`src/rtl/color_scan_if.sv`:
```
// Bundle of the colour-scan controller's request, counter and result signals.
// master = controller side, slave = environment (sensor counter, colour-order store, host).
interface color_scan_if;
  // start/cont are level requests sampled only in IDLE (or DONE for cont).
  // meas_start/meas_done form a pulse handshake: one meas_done per meas_start, with meas_freq
  // valid in the meas_done cycle. result_valid is a one-cycle strobe with no back-pressure.
  logic        start;
  logic        cont;
  logic        s2;
  logic        s3;
  logic        meas_start;
  logic        meas_done;
  logic [31:0] meas_freq;
  logic [31:0] red_freq;
  logic [31:0] green_freq;
  logic [31:0] blue_freq;
  logic [31:0] clear_freq;
  logic [1:0]  color;
  logic        result_valid;
  logic        busy;
  logic        timeout_err;
  logic [2:0]  state_dbg;

  modport master (
    input  start, cont, meas_done, meas_freq,
    output s2, s3, meas_start, red_freq, green_freq, blue_freq, clear_freq,
           color, result_valid, busy, timeout_err, state_dbg
  );

  modport slave (
    output start, cont, meas_done, meas_freq,
    input  s2, s3, meas_start, red_freq, green_freq, blue_freq, clear_freq,
           color, result_valid, busy, timeout_err, state_dbg
  );
endinterface

```
`src/rtl/color_scan_ctrl.sv`:
```
// Colour-sensor scan sequencer: settles each filter, measures it, classifies the dominant colour.
// Define COLOR_SCAN_CLEAR_EN to add the clear channel and its no-object gate.
module color_scan_ctrl #(
  parameter logic [31:0] SETTLE_CYCLES  = 32'd100000,
  parameter logic [31:0] TIMEOUT_CYCLES = 32'd50000000,
  parameter logic [31:0] MIN_FREQ       = 32'd5000
) (
  input  logic         clk,
  input  logic         rst_n,
  color_scan_if.master bus
);

  typedef enum logic [2:0] {IDLE, SELECT, MEASURE, STORE, CLASSIFY, DONE} state_t;
  typedef enum logic [1:0] {CH_RED, CH_GREEN, CH_BLUE, CH_CLEAR} chan_t;

`ifdef COLOR_SCAN_CLEAR_EN
  localparam chan_t LAST_CH = CH_CLEAR;
`else
  localparam chan_t LAST_CH = CH_BLUE;
`endif

  state_t      state;
  chan_t       ch;
  chan_t       next_ch;
  logic [31:0] cnt;
  logic [31:0] meas_val;
  logic [1:0]  color_next;

  function automatic logic [1:0] filter_code(chan_t c);
    case (c)
      CH_RED:   return 2'b00;
      CH_GREEN: return 2'b11;
      CH_BLUE:  return 2'b01;
      default:  return 2'b10;
    endcase
  endfunction

  assign next_ch       = chan_t'(ch + 2'd1);
  assign bus.state_dbg = state;

  // Strict greater-than on both rivals makes any tie for the maximum fall through to 00.
  always_comb begin
    color_next = 2'b00;
    if (bus.red_freq > bus.green_freq && bus.red_freq > bus.blue_freq &&
        bus.red_freq > MIN_FREQ)
      color_next = 2'b01;
    else if (bus.green_freq > bus.red_freq && bus.green_freq > bus.blue_freq &&
             bus.green_freq > MIN_FREQ)
      color_next = 2'b10;
    else if (bus.blue_freq > bus.red_freq && bus.blue_freq > bus.green_freq &&
             bus.blue_freq > MIN_FREQ)
      color_next = 2'b11;
`ifdef COLOR_SCAN_CLEAR_EN
    if (bus.clear_freq <= MIN_FREQ)
      color_next = 2'b00;
`endif
  end

  always_ff @(posedge clk or negedge rst_n) begin
    if (!rst_n) begin
      state            <= IDLE;
      ch               <= CH_RED;
      cnt              <= '0;
      meas_val         <= '0;
      bus.s2           <= 1'b0;
      bus.s3           <= 1'b0;
      bus.meas_start   <= 1'b0;
      bus.red_freq     <= '0;
      bus.green_freq   <= '0;
      bus.blue_freq    <= '0;
      bus.clear_freq   <= '0;
      bus.color        <= 2'b00;
      bus.result_valid <= 1'b0;
      bus.busy         <= 1'b0;
      bus.timeout_err  <= 1'b0;
    end else begin
      bus.meas_start   <= 1'b0;
      bus.result_valid <= 1'b0;
      case (state)
        IDLE: begin
          if (bus.start || bus.cont) begin
            state              <= SELECT;
            ch                 <= CH_RED;
            cnt                <= '0;
            {bus.s2, bus.s3}   <= filter_code(CH_RED);
            bus.busy           <= 1'b1;
            bus.timeout_err    <= 1'b0;
          end
        end
        SELECT: begin
          if (cnt == SETTLE_CYCLES - 32'd1) begin
            state          <= MEASURE;
            cnt            <= '0;
            bus.meas_start <= 1'b1;
          end else begin
            cnt <= cnt + 32'd1;
          end
        end
        MEASURE: begin
          // A done landing on the expiry cycle wins over the timeout.
          if (bus.meas_done) begin
            meas_val <= bus.meas_freq;
            state    <= STORE;
          end else if (cnt == TIMEOUT_CYCLES - 32'd1) begin
            meas_val        <= '0;
            bus.timeout_err <= 1'b1;
            state           <= STORE;
          end else begin
            cnt <= cnt + 32'd1;
          end
        end
        STORE: begin
          case (ch)
            CH_RED:   bus.red_freq   <= meas_val;
            CH_GREEN: bus.green_freq <= meas_val;
            CH_BLUE:  bus.blue_freq  <= meas_val;
            default: begin
`ifdef COLOR_SCAN_CLEAR_EN
              bus.clear_freq <= meas_val;
`endif
            end
          endcase
          if (ch == LAST_CH) begin
            state <= CLASSIFY;
          end else begin
            state            <= SELECT;
            ch               <= next_ch;
            cnt              <= '0;
            {bus.s2, bus.s3} <= filter_code(next_ch);
          end
        end
        CLASSIFY: begin
          bus.color        <= color_next;
          bus.result_valid <= 1'b1;
          state            <= DONE;
        end
        DONE: begin
          if (bus.cont) begin
            state            <= SELECT;
            ch               <= CH_RED;
            cnt              <= '0;
            {bus.s2, bus.s3} <= filter_code(CH_RED);
            bus.timeout_err  <= 1'b0;
          end else begin
            state    <= IDLE;
            bus.busy <= 1'b0;
          end
        end
        default: state <= IDLE;
      endcase
    end
  end

endmodule

```
`src/flat_wrapper.sv`:
```
// flat-port wrapper written by rule: the top's interface ports become plain ports
module color_scan_ctrl_flat 
#(
  parameter logic [31:0] SETTLE_CYCLES  = 32'd100000,
  parameter logic [31:0] TIMEOUT_CYCLES = 32'd50000000,
  parameter logic [31:0] MIN_FREQ       = 32'd5000
)
  (clk, rst_n, bus_start, bus_cont, bus_meas_done, bus_meas_freq, bus_s2, bus_s3, bus_meas_start, bus_red_freq, bus_green_freq, bus_blue_freq, bus_clear_freq, bus_color, bus_result_valid, bus_busy, bus_timeout_err, bus_state_dbg);
  color_scan_if bus_i ();
  input  logic clk;
  input  logic rst_n;
  input wire logic [$bits(bus_i.start)-1:0] bus_start;
  input wire logic [$bits(bus_i.cont)-1:0] bus_cont;
  input wire logic [$bits(bus_i.meas_done)-1:0] bus_meas_done;
  input wire logic [$bits(bus_i.meas_freq)-1:0] bus_meas_freq;
  output wire logic [$bits(bus_i.s2)-1:0] bus_s2;
  output wire logic [$bits(bus_i.s3)-1:0] bus_s3;
  output wire logic [$bits(bus_i.meas_start)-1:0] bus_meas_start;
  output wire logic [$bits(bus_i.red_freq)-1:0] bus_red_freq;
  output wire logic [$bits(bus_i.green_freq)-1:0] bus_green_freq;
  output wire logic [$bits(bus_i.blue_freq)-1:0] bus_blue_freq;
  output wire logic [$bits(bus_i.clear_freq)-1:0] bus_clear_freq;
  output wire logic [$bits(bus_i.color)-1:0] bus_color;
  output wire logic [$bits(bus_i.result_valid)-1:0] bus_result_valid;
  output wire logic [$bits(bus_i.busy)-1:0] bus_busy;
  output wire logic [$bits(bus_i.timeout_err)-1:0] bus_timeout_err;
  output wire logic [$bits(bus_i.state_dbg)-1:0] bus_state_dbg;
  assign bus_i.start = bus_start;
  assign bus_i.cont = bus_cont;
  assign bus_i.meas_done = bus_meas_done;
  assign bus_i.meas_freq = bus_meas_freq;
  assign bus_s2 = bus_i.s2;
  assign bus_s3 = bus_i.s3;
  assign bus_meas_start = bus_i.meas_start;
  assign bus_red_freq = bus_i.red_freq;
  assign bus_green_freq = bus_i.green_freq;
  assign bus_blue_freq = bus_i.blue_freq;
  assign bus_clear_freq = bus_i.clear_freq;
  assign bus_color = bus_i.color;
  assign bus_result_valid = bus_i.result_valid;
  assign bus_busy = bus_i.busy;
  assign bus_timeout_err = bus_i.timeout_err;
  assign bus_state_dbg = bus_i.state_dbg;
  color_scan_ctrl #(.SETTLE_CYCLES(SETTLE_CYCLES), .TIMEOUT_CYCLES(TIMEOUT_CYCLES), .MIN_FREQ(MIN_FREQ)) u_core (.clk(clk), .rst_n(rst_n), .bus(bus_i));
endmodule
```
`config.mk`:
```
export PLATFORM = sky130hd
export DESIGN_NAME = color_scan_ctrl_flat
export DESIGN_NICKNAME = d
export VERILOG_FILES = /design/src/rtl/color_scan_if.sv /design/src/rtl/color_scan_ctrl.sv /design/src/flat_wrapper.sv
export SDC_FILE = /design/constraint.sdc
export NUM_CORES = 1
export LEC_CHECK = 0
export CORE_ASPECT_RATIO = 0.6
export CORE_MARGIN = 2
export CORE_UTILIZATION = 35
export DETAILED_ROUTE_END_ITERATION = 8
export PLACE_DENSITY_LB_ADDON = 0.15
export SYNTH_ARGS = -nofsm -noshare
export SYNTH_HDL_FRONTEND = slang
export SYNTH_SLANG_ARGS = --single-unit
```
`constraint.sdc`:
```
create_clock -name clk -period 2.5 [get_ports clk]
set_input_delay 0.75 -clock clk [delete_from_list [all_inputs] [get_ports clk]]
set_output_delay 0.75 -clock clk [all_outputs]
set_load 0.01 [all_outputs]
```
==> results.md, run 1 <==
- Core area: 27600 sq um
- CTS root buffer: clkbuf_16
- Top Ports: 176
- Post-DRT Antenna Nets: 0
- Unrepaired setup endpoints after global routing: true
- Cell variety after synth: 62
- Critical Path Sink Type: flip-flop
- Actual slew at the worst max-slew pin: 535 ps
- Via count: 7838
- Gr usage total: 0.210
- Final Hold Fails: 0
- Synthesized area: 9840 sq um
- Initial DRC count: 580
- Dpl hpwl: 22.5 mm
- Worst reg-to-reg setup slack: 2 ps
- Pre-CTS setup slack: -271 ps
- Drt pass-1 iters: 5
- Syn. warnings: 32
- CTS tree: done
- Relative slew slack: 0.640
- First-pass GRT wire length: 46.1 mm
- Filler instances: 2616
- Routed WL: 30.3 mm
- Slowest-stage cell, CP: dfrtp_1
- Slew Limit Fails: 0
- Initial antenna violation count: 1
- Commonest non-fill, non-tap cell in the layout: dfrtp_1
- Main combinational cell family by area after synthesis: adder cells
- Arrival time worst endpoint: 2830 ps
- GRT Residual Overflow: 0
- Setup violations, final: 0
- Hold Path Class: in2async
- Row count: 47
- Ys flop type: dfrtp_1
- Crit path max fanout: 3
- CP required: 2830 ps
- Top post-synthesis cells by area: dfrtp_1 44%, ha_1 13%, mux2_2 11%
- Routed WL per cell: 19.4 um
- Post-synthesis compound-gate area fraction: 0.101
- CP Cell Sequence: buf_4, ha_1, nand4_1, nor4_4, a21boi_0, o41ai_1, o211ai_1, a31oi_2, a2bb2oi_2
- Die Y: 134 um
- Post-synthesis cell count: 920
- Crit path time final: 2500 ps
- # port buffers: 143
- Die X: 220 um
- Crit Path Class: reg2reg
- Nets@finish: 1318
- Dpl cells: 1517
- Routability cong.: 0.841
- Htree depth: 4
- Layout cells sized above 1: 0.245
- Most frequent cells in the layout: 166 x dfrtp_1, 142 x clkdlybuf4s50_1, 117 x buf_4
- Worst clock skew: 9.74 ps
- Asr flop ratio synth: 1.00
- Largest net degree at the start of global routing: 46
- Post-synth top area share: 0.437
- Synth Area in Adders: 0.127
- Via-to-Cell Ratio: 5.02
- Max Cap Viol: 0
- Die area: 29500 sq um
- Post-route setup TNS: 0 ps
- Layout area overhead: 34.9%
- Simple-gate portion of the synthesized area: 0.125
- Antenna diode count: 0
- Cts bufs inserted: 17
- Worst-path clk slew: 70 ps
- Final worst slack: 1.69 ps
- Cell taking the most area after synthesis: dfrtp_1
- DRC viols: 0
- Slowest stage delay, CP: 410 ps
- Status: finished, final reports clean
- Power Dens Cells: 420 nW/um^2
- Mapped Avg Cell Area: 10.7 sq um
- Vias in the first global route: 7602
- Register area share after synthesis: 0.437
- CP Launch Type: flip-flop
- Clock Path Buffers: 2
- Fmax: 400 MHz
- Hold buffers post-CTS: 0
- EDFF count, synth: 0
- Worst skew pair latency: 450 ps
- Final worst path period share: 0.999
- Xor and xnor fraction of the mapped netlist area: 0.0276
- Non-filler cells in the finished layout: 1561
- Post-synthesis mux area share: 0.111
- Initial core utilization: 0.357
- Static Leak: 6.37 nW
- Clock sink count: 172
- Worst VDD drop: 0.000398 V
- Synthesis-stage register bit count: 172
[cell usage after synthesis, types with 2 or more instances]
library cell,n
dfrtp_1,172
xnor2_1,18
nand3_1,24
o211ai_1,4
a221oi_1,5
or4_1,4
nor3_1,11
inv_1,77
buf_4,36
clkbuf_1,9
nand2b_1,5
o21a_1,4
ha_1,100
a2bb2oi_1,3
nand2_1,54
a211oi_1,2
buf_6,5
o31ai_1,3
a21oi_1,41
and4_1,12
a21o_1,5
mux2_2,96
nor4_1,29
nor2b_1,2
xor2_1,13
and2_1,2
and3_1,5
a22oi_1,2
nand4_1,24
o21ai_0,21
a22o_1,33
buf_1,9
nor2_1,56
a21boi_0,2
a31oi_1,5
[per-stage QoR]
step | hold WS (ps) | power, mW | utilization | cell area [sq um]
floorplan | 454 | 2.98 | - | 9960
global placement | 489 | 3.10 | 0.452 | 12500
detailed placement | 477 | 3.10 | 0.452 | 12500
CTS | 249 | 5.64 | 0.473 | 13100
global route | 267 | 5.78 | 0.481 | 13300
finish | 245 | 5.58 | 0.481 | 13300
[cell families (layout without fill, tap and decap cells)]
logic type	count (synthesis)	count (layout)
simple gates	238	238
flops	172	172
compound gates	144	144
buf+inv	137	380
fa+ha+maj	100	100
mux	97	97
xor+xnor	31	31
other cells	1	32
[state kept, by name, summed over array words and instances, names as in the netlist]
register / cells
u_core.bus.busy: 1
u_core.bus.result_valid: 1
u_core.bus.blue_freq: 32
u_core.bus.state_dbg: 3
u_core.bus.green_freq: 32
u_core.bus.color: 2
u_core.meas_val: 32
u_core.bus.timeout_err: 1
u_core.bus.s3: 1
u_core.cnt: 32
u_core.bus.meas_start: 1
u_core.ch: 2
u_core.bus.red_freq: 32
[routing by layer]
layer	global-route usage	share of wire	routed length, um
met1	0.350	0.56	16900
met2	0.263	0.38	11500
met3	0.0503	0.053	1600
met4	0.0384	0.0087	264
met5	0	0.00036	11
[critical path, delay by kind of cell (launching register included)]
kind,cells,cell delay (ps)
compound gates,5,910
simple gates,2,600
flops,1,410
fa+ha+maj,1,300
buf+inv,1,160
[cell type report]
type / instances / area (sq um) / share of cell area
clock inverter: 12 / 90.1 / 0.00678
timing repair buffer: 271 / 2530 / 0.191
tap: 367 / 459 / 0.0346
clock buffer: 20 / 457 / 0.0344
multi-input combinational: 642 / 5140 / 0.387
sequential: 172 / 4310 / 0.325
inverter: 77 / 289 / 0.0218
[path summary, 6_finish.rpt]
check,cells past startpoint,startpoint,end
max in group asynchronous,2,rst_n,u_core.bus.red_freq[13]
max,9,u_core.bus.red_freq[15],u_core.bus.color[1]
min,1,rst_n,u_core.meas_val[26]
min reg2reg,2,u_core.bus.s3,u_core.bus.s3
max reg2reg,9,u_core.bus.red_freq[15],u_core.bus.color[1]
min in group clk,2,u_core.bus.s3,u_core.bus.s3
[report_power, final]
part,switching [mW],internal (mW)
registers,0.0332,2.81
clock network,1.20,1.33
logic,0.109,0.0952
total,1.34,4.23
[what timing repair did]
item / in CTS / in global routing
setup buffers: 3 / 9
pin swaps: 8 / 29
hold endpoints to repair: 0 / 0
resized for setup: 6 / 29
setup endpoints to repair: 3 / 10
Power figures use the tool's default switching activity.
==> run 2, diff against run 1 <==
Settings changed: ABC_CLOCK_PERIOD_IN_PS from default to 2500.
==> results of run 2 <==
Same layout as run 1: the final DEF is identical, and so are final timing and power.
==> run 3, diff against run 2 <==
Settings changed: ABC_CLOCK_PERIOD_IN_PS 2500 to 2900, CORE_UTILIZATION 35 to 50.
Clock period 2.5 ns to 2.9 ns, I/O delays scaled along.
==> results.md, run 3 (synthesis gave the netlist of run 1 again) <==
- Relative slew slack: 0.561 (-0.0792)
- Die X: 185 um (-16%)
- Power Dens Cells: 416 nW/um^2 (-0.86%)
- Critical Path Sink Type: flip-flop
- Arrival time worst endpoint: 3050 ps (+220 ps)
- CP Launch Type: flip-flop
- Clock Path Buffers: 2 (unchanged)
- First-pass GRT wire length: 41.9 mm (-9.1%)
- Most frequent cells in the layout: 172 x dfrtp_1, 142 x clkdlybuf4s50_1, 100 x ha_1
- Hold Path Class: in2async
- Cts bufs inserted: 17 (unchanged)
- Clock sink count: 172 (unchanged)
- Worst clock skew: 9.55 ps (-0.190 ps)
- Core area: 19200 sq um (-30%)
- Crit path max fanout: 4 (+1)
- Setup violations, final: 0 (unchanged)
- Via count: 7662 (-2.2%)
- Commonest non-fill, non-tap cell in the layout: dfrtp_1
- Die Y: 113 um (-16%)
- Routed WL per cell: 19.3 um (-0.35%)
- Routed WL: 26.2 mm (-13%)
- Final worst path period share: 0.929 (-0.0704)
- Worst-path clk slew: 70 ps (about the same)
- Slew Limit Fails: 0 (unchanged)
- Crit path time final: 2690 ps (+195 ps)
- Largest net degree at the start of global routing: 69 (+50%)
- Non-filler cells in the finished layout: 1359 (-13%)
- Final core occ: 0.636 (+0.155)
- Dpl cells: 1327 (-13%)
- Actual slew at the worst max-slew pin: 658 ps (+124 ps)
- Initial DRC count: 586 (+1.0%)
- Crit Path Class: reg2reg
- Die area: 20900 sq um (-29%)
- Post-route setup TNS: 0 ps (unchanged)
- DRC viols: 0 (unchanged)
- Via-to-Cell Ratio: 5.64 (+12%)
- Fmax: 371 MHz (-7.3%)
- Post-DRT Antenna Nets: 0 (unchanged)
- Drt pass-1 iters: 5 (unchanged)
- CTS root buffer: clkbuf_16
- Htree depth: 4 (unchanged)
- Post-route cell area: 12200 sq um (-8.2%)
- Static Leak: 5.82 nW (-8.7%)
- Vias in the first global route: 7378 (-2.9%)
- Initial antenna violation count: 1 (unchanged)
- Worst VDD drop: 0.000405 V (+1.6%)
- Routability cong.: 0.879 (+4.5%)
- FF-to-FF path depth: 9 (unchanged)
- Antenna diode count: 0 (unchanged)
- Final Hold Fails: 0 (unchanged)
- Final worst slack: 206 ps (+205 ps)
- Worst skew pair latency: 440 ps (about the same)
- Row count: 39 (-17%)
- Initial core utilization: 0.513 (+0.156)
- GRT Residual Overflow: 0 (unchanged)
- # port buffers: 143 (unchanged)
- CTS tree: done
- Top Ports: 176 (unchanged)
- Max Cap Viol: 0 (unchanged)
- Placement Cell Area: 11600 sq um (-7.2%)
- CP required: 3250 ps (+420 ps)
- Nets@finish: 1217 (-7.7%)
- Layout area overhead: 23.9%
- Hold buffers post-CTS: 0 (unchanged)
- Pre-CTS setup slack: 64.8 ps (+335 ps)
- Unrepaired setup endpoints after global routing: false
- Layout cells sized above 1: 0.152 (-0.0927)
- Dpl hpwl: 19.3 mm (-14%)
- Status: finished, final reports clean
- Gr usage total: 0.263 (+0.0537)
run 3: final cells by class:
type                            instances  area [sq um]
Fill cell                            1591          6980
Multi-Input combinational cell        642          4970
Sequential cell                       172          4300
Timing Repair Buffer                  170          1670
Clock buffer                           17           425
Tap cell                              266           333
Inverter                               77           289
Clock inverter                         15           199
run 3: report_power, final:
group | internal, mW | total [mW] | switching, mW
clock network | 1.39 | 2.47 | 1.08
registers | 2.42 | 2.45 | 0.0275
logic | 0.0729 | 0.162 | 0.0893
total | 3.89 | 5.08 | 1.19
run 3: final timing paths:
kind                                         start                  endpoint  slack, ps
max in group asynchronous                    rst_n  u_core.bus.blue_freq[15]       1750
min                                          rst_n       u_core.meas_val[27]        420
max                        u_core.bus.red_freq[29]       u_core.bus.color[1]        210
min reg2reg                          u_core.bus.s3             u_core.bus.s3        510
max reg2reg                u_core.bus.red_freq[29]       u_core.bus.color[1]        210
min in group clk                     u_core.bus.s3             u_core.bus.s3        510
run 3: metrics by stage:
step | hold slack, ps | power, mW
2_1_floorplan | 475 | 2.56
3_3_place_gp | 484 | 2.66
3_5_place_dp | 478 | 2.66
4_1_cts | 436 | 5.12
5_1_grt | 459 | 5.25
6_report | 420 | 5.08
run 3: critical path, cell delays in order (launching register included):
cell and delay, ps:
dfrtp_1 450, inv_1 90, ha_1 300, nand4_1 140, nor4_1 470, o21ai_0 160, a31oi_1 170, nor2_1 80
or4_1 590, a2bb2oi_1 160
run 3: layer usage:
metal / share of wire / GRT usage / up-vias
met3: 0.080 / 0.0545 / 19
met4: 0.0076 / 0.0556 / 2
li1: - / - / 3603
met2: 0.38 / 0.351 / 291
met1: 0.53 / 0.431 / 3747
met5: 0.00050 / 0 / -
run 3: what timing repair did:
item                                    CTS  global route
endpoints found under the setup margin    0             2
setup buffers                             0             0
gates resized for setup                   0             1
